File: src/rtl/vco_range_pkg.sv
// Shared defaults, range index type and saturating shift helper for the VCO-ADC range selector.
package vco_range_pkg;

  localparam int DEF_N_RANGES   = 2;
  localparam int DEF_W_IN       = 9;
  localparam int DEF_W_OUT      = 11;
  localparam int DEF_GAIN_SHIFT = 2;
  localparam int DEF_W_TH       = 9;
  localparam int DEF_W_TO       = 5;

  // Wide enough for any practical W_IN + GAIN_SHIFT*(N_RANGES-1) before clamping.
  localparam int SAT_W = 64;

  typedef logic [$clog2(DEF_N_RANGES)-1:0] range_idx_t;

  function automatic logic signed [SAT_W-1:0] sat_shift(
    input  logic signed [SAT_W-1:0] val,
    input  int unsigned             shamt,
    input  int unsigned             w_out,
    output logic                    ovf
  );
    logic signed [SAT_W-1:0] shifted;
    logic signed [SAT_W-1:0] max_v;
    logic signed [SAT_W-1:0] min_v;
    shifted = val <<< shamt;
    max_v   = $signed((SAT_W'(1) << (w_out - 1)) - SAT_W'(1));
    min_v   = ~max_v;
    ovf     = 1'b0;
    if (shifted > max_v) begin
      ovf = 1'b1;
      return max_v;
    end
    if (shifted < min_v) begin
      ovf = 1'b1;
      return min_v;
    end
    return shifted;
  endfunction

endpackage

File: src/rtl/vco_range_hold_timer.sv
// Down-switch hold counter: counts consecutive below-threshold samples and flags mask match.
module vco_range_hold_timer
  import vco_range_pkg::*;
#(
  parameter int W_TO = DEF_W_TO
) (
  input  logic            clk,
  input  logic            reset,
  input  logic            sample_en,
  input  logic            clear,
  input  logic            incr,
  input  logic [W_TO-1:0] timeout_mask,
  output logic            expire
);

  logic [W_TO-1:0] hold_cnt;
  logic [W_TO-1:0] cnt_inc;

  assign cnt_inc = hold_cnt + W_TO'(1);
  assign expire  = (cnt_inc & timeout_mask) == timeout_mask;

  // An expiring increment restarts the count so the next range starts fresh.
  always_ff @(posedge clk or posedge reset) begin
    if (reset) begin
      hold_cnt <= '0;
    end else if (sample_en) begin
      if (clear) begin
        hold_cnt <= '0;
      end else if (incr) begin
        hold_cnt <= expire ? '0 : cnt_inc;
      end
    end
  end

endmodule

File: src/rtl/vco_range_selector.sv
// Multi-range VCO-ADC selector: picks a gain range per sample, rescales and saturates it.
// Optional macro VCO_RANGE_STATS_EN adds a saturating 16-bit switch_count output.
module vco_range_selector
  import vco_range_pkg::*;
#(
  parameter int N_RANGES   = DEF_N_RANGES,
  parameter int W_IN       = DEF_W_IN,
  parameter int W_OUT      = DEF_W_OUT,
  parameter int GAIN_SHIFT = DEF_GAIN_SHIFT,
  parameter int W_TH       = DEF_W_TH,
  parameter int W_TO       = DEF_W_TO,
  localparam int W_SEL     = $clog2(N_RANGES)
) (
  input  logic                           CLK_24M,
  input  logic                           reset,
  input  logic                           sample_en,
  input  logic [N_RANGES-1:0][W_IN-1:0]  range_diff,
  input  logic [W_TH-1:0]                th_high,
  input  logic [W_TH-1:0]                th_low,
  input  logic [W_TO-1:0]                timeout_mask,
  input  logic                           range_force_en,
  input  logic [W_SEL-1:0]               range_force,
  output logic signed [W_OUT-1:0]        data_out,
  output logic                           data_valid,
  output logic [W_SEL-1:0]               range_sel,
  output logic                           overflow
`ifdef VCO_RANGE_STATS_EN
  ,
  output logic [15:0]                    switch_count
`endif
);

  localparam int W_CMP = (W_IN > W_TH) ? W_IN : W_TH;
  localparam logic [W_SEL-1:0] TOP_RANGE = W_SEL'(N_RANGES - 1);

  logic [W_SEL-1:0]        sel;
  logic [W_SEL-1:0]        sel_next;
  logic [W_SEL-1:0]        eff;
  logic [W_IN-1:0]         diff_cur;
  logic [W_IN-1:0]         mag;
  logic                    hold_clear;
  logic                    hold_incr;
  logic                    expire;
  logic signed [W_OUT-1:0] data_next;
  logic                    ovf_next;

  vco_range_hold_timer #(
    .W_TO(W_TO)
  ) u_hold_timer (
    .clk         (CLK_24M),
    .reset       (reset),
    .sample_en   (sample_en),
    .clear       (hold_clear),
    .incr        (hold_incr),
    .timeout_mask(timeout_mask),
    .expire      (expire)
  );

  // Priority: force, immediate up-switch, timed down-switch, otherwise stay and clear hold.
  // The most negative input negates to exactly 2^(W_IN-1), which still fits unsigned.
  always_comb begin
    diff_cur   = range_diff[sel];
    mag        = diff_cur[W_IN-1] ? -diff_cur : diff_cur;
    eff        = sel;
    sel_next   = sel;
    hold_clear = 1'b0;
    hold_incr  = 1'b0;
    if (range_force_en) begin
      eff        = (32'(range_force) > 32'(N_RANGES - 1)) ? TOP_RANGE : range_force;
      sel_next   = eff;
      hold_clear = 1'b1;
    end else if ((W_CMP'(mag) > W_CMP'(th_high)) && (sel < TOP_RANGE)) begin
      eff        = sel + W_SEL'(1);
      sel_next   = eff;
      hold_clear = 1'b1;
    end else if ((W_CMP'(mag) < W_CMP'(th_low)) && (sel != '0)) begin
      hold_incr = 1'b1;
      if (expire) begin
        sel_next = sel - W_SEL'(1);
      end
    end else begin
      hold_clear = 1'b1;
    end
  end

  // Lower-gain ranges are scaled up by GAIN_SHIFT per step to share one full scale.
  always_comb begin
    ovf_next  = 1'b0;
    data_next = W_OUT'(sat_shift(SAT_W'($signed(range_diff[eff])),
                                 GAIN_SHIFT * 32'(eff), W_OUT, ovf_next));
  end

  always_ff @(posedge CLK_24M or posedge reset) begin
    if (reset) begin
      sel        <= '0;
      data_out   <= '0;
      data_valid <= 1'b0;
      overflow   <= 1'b0;
    end else begin
      data_valid <= sample_en;
      if (sample_en) begin
        sel      <= sel_next;
        data_out <= data_next;
        overflow <= ovf_next;
      end
    end
  end

  assign range_sel = sel;

`ifdef VCO_RANGE_STATS_EN
  always_ff @(posedge CLK_24M or posedge reset) begin
    if (reset) begin
      switch_count <= '0;
    end else if (sample_en && (sel_next != sel) && (switch_count != 16'hFFFF)) begin
      switch_count <= switch_count + 16'd1;
    end
  end
`endif

endmodule

File: config.mk
export PLATFORM = sky130hd
export DESIGN_NAME = vco_range_selector
export DESIGN_NICKNAME = d
export VERILOG_FILES = /design/src/rtl/vco_range_pkg.sv /design/src/rtl/vco_range_hold_timer.sv /design/src/rtl/vco_range_selector.sv
export SDC_FILE = /design/constraint.sdc
export NUM_CORES = 1
export LEC_CHECK = 0
export ABC_AREA = 1
export CORE_MARGIN = 1
export CORE_UTILIZATION = 32
export CTS_CLUSTER_SIZE = 20
export DETAILED_ROUTE_END_ITERATION = 7
export SLEW_MARGIN = 20
export SYNTH_ARGS = -nofsm -noshare
export SYNTH_HDL_FRONTEND = slang
export SYNTH_SLANG_ARGS = --single-unit
File: constraint.sdc
create_clock -name CLK_24M -period 5.9 [get_ports CLK_24M]
set_clock_uncertainty 0.2 [all_clocks]
set_input_delay 0.59 -clock CLK_24M [delete_from_list [all_inputs] [get_ports CLK_24M]]
set_output_delay 0.59 -clock CLK_24M [all_outputs]
set_load 0.005 [all_outputs]
==> impl_summary.md <==
Floorplan
The area of the core region is ~5200 um2. Once the floorplan was initialized, standard cells occupied 33.9% of the core. The area of the die is slightly below 6000 um2. The number of rows in the core area is 26.

Measured along the y axis, the die boundary spans about 77 um. In this run the horizontal extent of the chip is around 77 um. The boundary pin count is 60.

Worst hold path
The tightest min-delay check is of the reg -> reg type. The destination of the worst hold path is data_out[3]. Along the worst hold path, the cell count comes to 2.

The startpoint identified for the worst hold timing path is data_out[3].

Clocking
After clock tree synthesis, the clock-pin slew on the worst setup and hold paths is 0.07 ns. The buffer count from post-CTS setup fixing is 0. The total number of H-tree levels is 1. The number of buffers inserted during clock tree synthesis is 3. After clock tree synthesis, the repair step resized 0 gates. The number of buffers added to fix hold violations after cts is 0. The clock insertion delay at the later pin of the skew report is 0.26 ns. In this run the clock root is driven by a sky130_fd_sc_hd__clkbuf_8. The number of sinks driven by the clock tree is 19. TritonCTS built the clock tree.

No sink is reached through more buffers than the 2 on the longest clock path.

Finish
Once layout is done, the placed cells without fillers occupy 2470 um2. The synthesis-to-layout area growth is 38.8%. Cells with a size suffix above 1 make up under 10% of the layout. Fill cells in the final layout number approximately 550. The diode insertion count for antenna repair is 0. The count of cells in the finished layout, fillers not included, comes to approximately 400. After the last flow step, the layout net total stands at a little over 400.

Placement
The global placement routability congestion is 0.806. Once placement completed, the tool counted placed cells totaling between 400 and 500. Summing all placed instances gives a cell area of between 2000 and 2500 um2. The half-perimeter wire length after placement is approximately 3600 um. Port buffering added 59 buffers.

Synth
The share of the synthesized area in the top cell type is a little over a quarter. Synthesis inferred 19 register bits. By area the synthesized netlist is led by sky130_fd_sc_hd__dfrtp_1 (27%), sky130_fd_sc_hd__nand2_1 (19%), sky130_fd_sc_hd__ha_1 (13%).

The number of synthesis warnings is 0. The part of the Yosys area used for sequential elements is between 20% and 30%. In this run, distinct cell masters in the synthesized netlist total 26. sky130_fd_sc_hd__dfrtp_1 takes more of the synthesized area than any other cell. The cell area after technology mapping is roughly 1800 um2. The synthesized netlist cell count is between 200 and 300.

The number of nets in the synthesized netlist is around 350. Averaged over all synthesized cells, the footprint is 6.35 um2.

Global routing
The first global-routing pass estimated approximately 7500 um of wire. The initial antenna violation count came to 0. The global-route usage over all layers is between 10% and 20%. Summed over all layers, the global routing overflow is 0. The number of global-route vias before repair is 1689. Entering global routing, the biggest net connects 23 pins.

Drt
The count of unresolved DRC violations after routing is 0. The routed wire length on met3 is 183 um. The total detailed-routing wirelength is 4350 um. The total routed wire length on the met1 layer is 2110 um.

The number of nets with antenna violations after routing is 0. After detailed routing, the number of vias per cell comes to approximately 4.5. After detailed routing, the met2 layer carries 2030 um of wire.

Across all layers, the routed design uses approximately 1800 vias. The number of DRC markers after the initial detailed-route iteration is between 40 and 50. The wire length per cell after detailed routing is 10.7 um.

After detailed routing, no signal wire sits above met4. The first TritonRoute pass finished after 4 iterations.

Timing
The worst pin sits at a relative slew slack of between 40% and 50%. The actual transition at the worst max-transition pin is 0.774 ns. Adding up every negative setup slack in the final design gives 0 ns.

The worst hold margin is 0.282 ns. The final number of setup-violating endpoints is 0. The maximum clock rate is roughly 0.27 GHz. The final critical path time including I/O delays and setup is ~3.8 ns.

Setup repair after global routing left no endpoint under its margin. The number of max-slew violations in the final report was 0. The post-route fraction of the period consumed by the critical path is between 60% and 70%.

The hold violation count in the final report is 0.

Power
Dividing total power by cell area gives a power density of roughly 260 nW/um2. For this design the static power due to leakage is between 1 and 1.5 nW. The worst-case IR drop observed on VDD is 0.0997 mV.

Worst setup path
The kind of start point of the critical path is a flip-flop. By startpoint and endpoint, the worst setup path is classified as reg -> reg. Across all register-to-register paths, the minimum setup slack is 2.14 ns.

The number of cells on the worst reg-to-reg path is 19. The endpoint identified for the worst register-to-register timing path is data_out[8]. The worst-path maximum fanout is 22.

The worst endpoint data arrival time is roughly 3.7 ns. The worst register-to-register path begins at range_sel. The most numerous cell on the critical path is sky130_fd_sc_hd__nand2_1. The largest single stage delay on the critical path is between 0.7 and 0.8 ns. Data on the critical path is required at its endpoint by 5.85 ns. The critical path goes through inv_2 -> nand2_1 -> nand2_1 -> inv_1 -> ha_1 -> nand2_1 -> nor2_1 -> nand2_1 -> nor4_1 -> ha_1 -> a21o_1 -> nor2_1 -> nand3_1 -> nand2_1 -> nand2_2 -> nand2_2 -> nand2_1 -> nand3_1 -> nand2_1. The cell with the largest stage delay on the worst path is sky130_fd_sc_hd__dfrtp_1. STA classifies the critical path endpoint as a flip-flop.

Run
The number of maximum-capacitance violations is 0.

Outcome
The run finished with clean final reports.
==> cell usage after synthesis (all sizes together) <==
library cell and n:
nand2 90, inv 59, nand3 33, dfrtp 19, ha 19, nor2 17, o21ai 14, a21oi 5
buf 5, xor2 4, nand4 3, nor3 2, o22ai 2, or2 2, a21boi 1, a21o 1
clkbuf 1, mux2i 1, nor4 1, xnor2 1
==> how the worst max path moves through the flow <==
stage / cells past startpoint / slack [ns] / to / start
6_report: 19 / 2.14 / data_out[8] / range_sel
5_1_grt: 19 / 1.68 / data_out[8] / range_sel
4_1_cts: 19 / 2.11 / data_out[8] / range_sel
3_5_place_dp: 19 / 1.91 / data_out[8] / range_diff[10]
3_3_place_gp: 19 / 1.92 / data_out[8] / range_diff[10]
2_1_floorplan: 18 / 2.93 / data_out[10] / range_diff[10]
==> power breakdown <==
group / internal [mW] / switching, mW / leakage (nW)
Combinational: 0.169 / 0.210 / 1.05
Sequential: 0.150 / 0.0255 / 0.241
Clock: 0.0469 / 0.0429 / 0.0255
Total: 0.366 / 0.279 / 1.31
==> cells by family (layout without fill, tap and decap cells) <==
| kind of cell | Yosys count | in the layout | share of synthesized area, % |
|---|---|---|---|
| AO/OA/AOI/OAI | 23 | 23 | 7.32 |
| buffers and inverters | 65 | 122 | 14.4 |
| adder cells (fa/ha/maj) | 19 | 19 | 13.4 |
| multiplexers | 1 | 1 | 0.563 |
| AND/OR/NAND/NOR | 148 | 148 | 35.1 |
| flip-flops | 19 | 19 | 26.7 |
| XOR/XNOR | 5 | 5 | 2.46 |
==> state kept, by name, indices dropped and copies added, names as in the netlist <==
register	cells
data_valid	1
data_out	11
range_sel	1
overflow	1
u_hold_timer.hold_cnt	5
==> layer usage <==
layer | vias up | global-route usage [%]
met5 | - | 0
met4 | 0 | 2.31
met3 | 4 | 2.99
met2 | 41 | 26.8
met1 | 794 | 20.4
li1 | 983 | -
==> metrics by stage <==
stage	utilization, %	power [mW]	worst slack, ns
after floorplan	-	0.435	2.93
after global placement	46.2	0.557	1.92
after detailed placement	46.2	0.560	1.91
after CTS	47.1	0.654	2.11
after global routing	47.1	0.726	1.68
final	47.1	0.644	2.14
==> area by class of cell <==
type	count	area (um2)	area share, %
Timing Repair Buffer	59	591	23.9
Multi-Input combinational cell	196	1050	42.4
Tap cell	70	87.6	3.55
Sequential cell	19	475	19.3
Inverter	59	221	8.98
Clock buffer	3	41.3	1.67
Clock inverter	1	5.00	0.203
==> worst max-delay path, delay by kind of cell (launching register included) <==
family	cells	cell delay [ns]
flip-flops	1	0.77
buffers and inverters	2	0.22
adder cells (fa/ha/maj)	2	0.49
AO/OA/AOI/OAI	1	0.19
AND/OR/NAND/NOR	14	1.79
==> placed cells by master, fill, tap and decap left out, drive strengths merged <==
cell and n:
o22ai 2, nand2 90, a21o 1, ha 19, nor3 2, inv 59, nand3 33, clkdlybuf4s50 59
or2 2, mux2i 1, xnor2 1, nor4 1, dfrtp 19, clkbuf 3, a21oi 5, nand4 3
xor2 4, o21ai 14, a21boi 1, clkinv 1, nor2 17
(Power assumes the default switching activity.)
